$ cat config.mk
export PLATFORM = sky130hd
export DESIGN_NAME = radix4_booth_mult_param
export DESIGN_NICKNAME = d
export VERILOG_FILES = /design/src/rtl/radix4_booth_mult_param.sv
export SDC_FILE = /design/constraint.sdc
export NUM_CORES = 1
export LEC_CHECK = 0
export ABC_CLOCK_PERIOD_IN_PS = 4700
export BUFFER_PORTS_ARGS = -buffer_cell sky130_fd_sc_hd__clkbuf_2
export CAP_MARGIN = 20
export CORE_UTILIZATION = 50
export CTS_BUF_LIST = sky130_fd_sc_hd__clkbuf_8 sky130_fd_sc_hd__clkbuf_16
export CTS_CLUSTER_SIZE = 8
export DETAILED_ROUTE_END_ITERATION = 7
export MAX_ROUTING_LAYER = met4
export PLACE_DENSITY = 0.73
export SLEW_MARGIN = 40
export SYNTH_ARGS = -nofsm -noshare
export SYNTH_HDL_FRONTEND = slang
export SYNTH_SLANG_ARGS = --single-unit
$ cat constraint.sdc
create_clock -name clk -period 4.7 [get_ports clk]
set_input_delay 0.47 -clock clk [delete_from_list [all_inputs] [get_ports clk]]
set_output_delay 0.47 -clock clk [all_outputs]
set_load 0.1 [all_outputs]
$ cat src/rtl/radix4_booth_mult_param.sv
// Sequential radix-4 Booth multiplier, signed or unsigned operands, one Booth digit per clock.
// Flow: IDLE -> LOAD -> ITER (N cycles) -> DONE, with back-to-back restart from DONE.
module radix4_booth_mult_param #(
  parameter int WIDTH = 8
) (
  input  logic                 clk,
  input  logic                 rst,
  input  logic                 start,
  input  logic                 signed_mode,
  input  logic [WIDTH-1:0]     a,
  input  logic [WIDTH-1:0]     b,
  output logic [2*WIDTH-1:0]   product,
  output logic                 busy,
  output logic                 done,
  output logic [2:0]           state
);

  localparam int AW = 2*WIDTH + 2;
  localparam int MW = WIDTH + 3;
  localparam int CW = $clog2(WIDTH/2 + 2);

  typedef enum logic [2:0] {
    IDLE = 3'd0,
    LOAD = 3'd1,
    ITER = 3'd2,
    DONE = 3'd3
  } state_t;

  state_t             r_state;
  state_t             w_nextState;
  logic [WIDTH-1:0]   r_a;
  logic [WIDTH-1:0]   r_b;
  logic               r_signed;
  logic [AW-1:0]      r_accum;
  logic [AW-1:0]      r_mcand;
  logic [MW-1:0]      r_mplr;
  logic [CW-1:0]      r_count;
  logic [2*WIDTH-1:0] r_product;

  logic               w_accept;
  logic               w_lastIter;
  logic               w_aExt;
  logic               w_bExt;
  logic [AW-1:0]      w_partial;
  logic [AW-1:0]      w_accumNext;

  assign w_accept    = start && ((r_state == IDLE) || (r_state == DONE));
  assign w_lastIter  = (r_state == ITER) && (r_count == CW'(1));
  assign w_aExt      = r_signed & r_a[WIDTH-1];
  assign w_bExt      = r_signed & r_b[WIDTH-1];
  assign w_accumNext = r_accum + w_partial;

  // Booth digit from the low three multiplier bits; r_mcand already carries the weight.
  always_comb begin
    w_partial = '0;
    case (r_mplr[2:0])
      3'b001, 3'b010: w_partial = r_mcand;
      3'b011:         w_partial = r_mcand << 1;
      3'b100:         w_partial = -(r_mcand << 1);
      3'b101, 3'b110: w_partial = -r_mcand;
      default:        w_partial = '0;
    endcase
  end

  always_comb begin
    w_nextState = IDLE;
    case (r_state)
      IDLE:    w_nextState = start ? LOAD : IDLE;
      LOAD:    w_nextState = ITER;
      ITER:    w_nextState = w_lastIter ? DONE : ITER;
      DONE:    w_nextState = start ? LOAD : IDLE;
      default: w_nextState = IDLE;
    endcase
  end

  always_ff @(posedge clk or negedge rst) begin
    if (!rst) begin
      r_state   <= IDLE;
      r_a       <= '0;
      r_b       <= '0;
      r_signed  <= 1'b0;
      r_accum   <= '0;
      r_mcand   <= '0;
      r_mplr    <= '0;
      r_count   <= '0;
      r_product <= '0;
    end else begin
      r_state <= w_nextState;
      if (w_accept) begin
        r_a      <= a;
        r_b      <= b;
        r_signed <= signed_mode;
      end
      // Unsigned needs one extra digit so the zero-extended top bits get consumed.
      if (r_state == LOAD) begin
        r_accum <= '0;
        r_mplr  <= {{2{w_bExt}}, r_b, 1'b0};
        r_mcand <= {{(AW-WIDTH){w_aExt}}, r_a};
        r_count <= r_signed ? CW'(WIDTH/2) : CW'(WIDTH/2 + 1);
      end
      if (r_state == ITER) begin
        r_accum <= w_accumNext;
        r_mplr  <= {{2{r_mplr[MW-1]}}, r_mplr[MW-1:2]};
        r_mcand <= r_mcand << 2;
        r_count <= r_count - 1'b1;
      end
      if (w_lastIter) begin
        r_product <= w_accumNext[2*WIDTH-1:0];
      end
    end
  end

  assign product = r_product;
  assign state   = r_state;
  assign busy    = (r_state == LOAD) || (r_state == ITER);
  assign done    = (r_state == DONE);

endmodule

# Word level (Yosys, flattened, before mapping)
# Index checks and enable logic that the tools add are counted.
# classes
addsub,4
eq_ne,10
n_bitwise,3
mux,13
reduce_logical,10
# ops
operator,n
$mux W18,4
$pmux W18 S4,1
$neg A18 Y18,2
$mux W10,2
$add A18 B18 Y18,1
$eq A3 B2 Y1 const B,4
$eq A3 B1 Y1 const B,3
$eq A3 B3 Y1 const B,3
$mux W3,2
$pmux W2 S3,1
$reduce_or A2 Y1,3
$logic_not A3 Y1,1
$mux W1,3
$sub A3 B1 Y3 const B,1
$and A1 B1 Y1,2
$logic_and A1 B1 Y1,2
$logic_or A1 B1 Y1,2
$reduce_and A2 Y1,1
$reduce_bool A2 Y1,1
$not A1 Y1,1
# totals
inputBits,20
register_bits,86

# Longest topological paths before layout
# depth
word_depth,5
depth_mapped,17
ltp_nobuf,17

# Worst setup path after synthesis
# No wires, ideal clock.
# synth_path
path_type,reg-to-reg
start,reg r_mcand[3]
end,reg r_accum[15]
path_buffers,1
period_less_slack_ps,3626
arrival_time_ps,3500
setup_ps,126
stages_incl_launch_ff,17
required_time_ps,4574
setup_slack_ps,1074
cell_sequence,dfrtp_1 > clkbuf_1 > nor4_4 > nand2_1 > or4_1 > nand2_1 > xnor2_1 > a221oi_1 > a21oi_1 > ha_1 > a21oi_1 > o21ai_0 > a41oi_1 > o31a_1 > o21ai_0 > and4b_1 > a221o_1
# synth_via
elab_chain_cells,4
elab_cells_between_ends,5
classes_between,add/sub (3); mux (2)
# synth_lines
element,line,text
from (decl),35,logic [AW-1:0] r_mcand;
from (signal assigned),98,"r_mcand <= {{(AW-WIDTH){w_aExt}}, r_a};"
from (signal assigned),104,r_mcand <= r_mcand << 2;
$neg A18 Y18 (on tied branches),"60, 59",
$pmux W18 S4 (*),56,case (r_mplr[2:0])
$add A18 B18 Y18 (*),51,assign w_accumNext = r_accum + w_partial;
$mux W18 (*),101,if (r_state == ITER) begin
to (signal assigned),102,r_accum <= w_accumNext;
to (decl),34,logic [AW-1:0] r_accum;
# Mark *: on every way between the ends. The rest lies on a longest branch, timed or not.
# A chain may end at the register's enable or synchronous reset.

# Worst setup path in the final report
# layout_path
start,reg r_mcand[1]
end,reg r_accum[15]
# Same word-level chain as after synthesis.

==> results.yml <==
worst_setup_path:
  startpoint_type: "register"
  critical_path.endpoint_type: "register"
  required_ps: 4950
  critical_path_class: "register to register"
  critical_path_arrival_ps: 4260
  crit_path_max_fanout: 6
sta:
  setup_viol: 0
  rsz0062_at_grt: "false"
  slew_headroom_pct: 51.69
  slew_violations: 0
  fin_crit_ps: 4001
  worst_pin_slew_ps: 722.0
  post-route-period-util_pct: 85.13
  fin_skew_ps: 11.85
  fin_hold_ws_ps: 110.3
  tns_ps: 0
  max_freq_mhz: 249.9
  hold_viol_final: 0
grt:
  grt_max_degree: 82
  grt_pass1_wl_mm: 17.15
  grt-ovfl-total: 0
  antenna_found_initial: 0
  grt_use_total_pct: 22.54
  grt_pass1_vias: 3651
clock_tree:
  cts_setup_buffers: 0
  htree_num_levels: 3
  holdBufCountCts: 0
  tritoncts: "done"
  cts_buffer_depth: 2
  cts_made_buffers: 9
  clock_sinks: 81
  cts-resized-gates: 0
  insertion_delay_ps: 370
  cts.clk_slew.worst_paths_ps: 90
  clockRootBuffer: "clkbuf_8"
run:
  cap_violations: 0
die:
  initial_core_util_pct: 52.07
  core_um2: 9328
  rows: 35
  die_h_um: 100.6
  die_area_um2: 10110
  die_w_um: 100.6
  pin_count: 41
placement:
  post_dp_cell_area_um2: 5136
  dp_hpwl_mm: 7.196
  io_buffer_count: 39
  gp_congestion: 0.9510
layout:
  nNetsFinal: 571
  drive_gt1_share_pct: 19.29
  diodes: 0
  final_common_cell: "dfrtp_1"
  layout_common_cells: "dfrtp_1 (81), nand2_1 (66), o21ai_0 (53)"
  final_cell_area_um2: 5339
  area_growth_syn_to_layout_pct: 9.918
yosys:
  yosys_warnings: 0
  ys_seq_area_share_pct: 41.73
  synth_flop_cell: "dfrtp_1"
  synth-seq-cells: 81
  synth_area_leaders: "dfrtp_1 (42%), mux2_2 (6.7%), o21ai_0 (5.5%), ha_1 (5.4%), nand2_1 (5.1%)"
  synthArstFlopShare_pct: 100.0
  avgSynthCellArea_um2: 9.599
  syn-num-nets: 548
  synth_area_um2: 4857
  yosysTopAreaCellShare_pct: 41.73
  syn_inst: 506
  synth_edf_count: 0
  yosysTopAreaCell: "dfrtp_1"
  ys_types: 59
routing:
  first_iter_violations: 190
  dr.pass1.iters: 5
  wl_per_cell_um: 15.21
  via_per_inst: 5.677
  vias: 3764
  postRouteAntennaNets: 0
  drc: 0
  drt_wl_total_mm: 10.08
run_status:
  status: "complete, no violations"
worst_hold_path:
  hold_class: "primary input to asynchronous set/reset pin"
final cells by class:
cell class	count	area, µm²
repair buffers	47	261.5
well taps	129	161.4
flip-flops and latches	81	2027
fillers	822	3989
clock buffers	9	123.9
inverters	13	48.80
multi-input cells	377	2638
clock inverters	7	78.83
metrics by stage:
stage	setup WS (ps)	cells	util (%)
floorplan	1074	506	-
global placement	924.8	646	54.94
detailed placement	709.5	647	55.06
CTS	713.2	663	57.24
global route	361.5	663	57.24
finish	699.1	663	57.24
sequential cells by signal (all words and copies together) (netlist names):
signal,cells
r_mplr,11
state,2
r_accum,16
r_mcand,16
r_count,3
product,16
r_b,8
r_a,8
r_signed,1
critical path, cell delays in order (launching register included):
cell and delay [ps]:
dfrtp_1 450, inv_1 100, ha_1 210, nor2b_1 250, nand2_1 120, or4_1 470
nand2_1 110, xnor2_1 80, a221oi_1 340, a21oi_1 80, ha_1 370, a21oi_1 140
o21ai_0 110, a41oi_1 220, o31a_1 260, o21ai_0 120, and4b_1 220, a221o_1 250
worst paths after layout:
path	endpoint	start	depth (start not counted)	slack, ps
max in group asynchronous	product[6]$_DFFE_PN0P_	rst	1	4070
min	r_b[3]$_DFFE_PN0P_	rst	1	110
min reg2reg	product[13]$_DFFE_PN0P_	product[13]$_DFFE_PN0P_	2	480
min in group clk	r_b[4]$_DFFE_PN0P_	b[4]	2	330
max reg2reg	r_accum[15]$_DFFE_PN0P_	r_mcand[1]$_DFFE_PN0P_	17	700
max	r_accum[15]$_DFFE_PN0P_	r_mcand[1]$_DFFE_PN0P_	17	700
layer usage:
metal  part of all wire [%]  global-route usage, %
met4                    1.6                  7.469
met1                     46                  28.41
met5                      0                      -
met2                     49                  36.09
met3                    3.6                  5.062
cell families after synthesis:
kind of cell	share of synthesized area (%)
flops	41.73
compound gates	18.60
xor+xnor	5.512
buf+inv	4.018
mux	11.10
other cells	0.07721
fa+ha+maj	5.822
simple gates	13.14
synth_stat cells, drive strengths merged (2+ instances only):
| cell | number |
|---|---|
| nor2b | 7 |
| clkbuf | 27 |
| a221oi | 8 |
| nor3 | 6 |
| a21oi | 35 |
| buf | 8 |
| inv | 12 |
| xnor2 | 18 |
| or4 | 2 |
| a22o | 9 |
| a21o | 7 |
| mux2 | 29 |
| a2111oi | 3 |
| o22ai | 3 |
| o21ai | 54 |
| a211oi | 4 |
| ha | 21 |
| and2 | 5 |
| nand4 | 2 |
| nand3 | 6 |
| nor4 | 3 |
| a2bb2oi | 2 |
| o21bai | 3 |
| nor2 | 21 |
| dfrtp | 81 |
| a22oi | 7 |
| or2 | 2 |
| nand2b | 5 |
| mux2i | 19 |
| nand2 | 66 |
| a21boi | 2 |
| xor2 | 10 |
| o31ai | 2 |
Power is left out: the tool's default activity adds up to more than one toggle a clock period on the data nets, which glitch-free logic cannot reach.
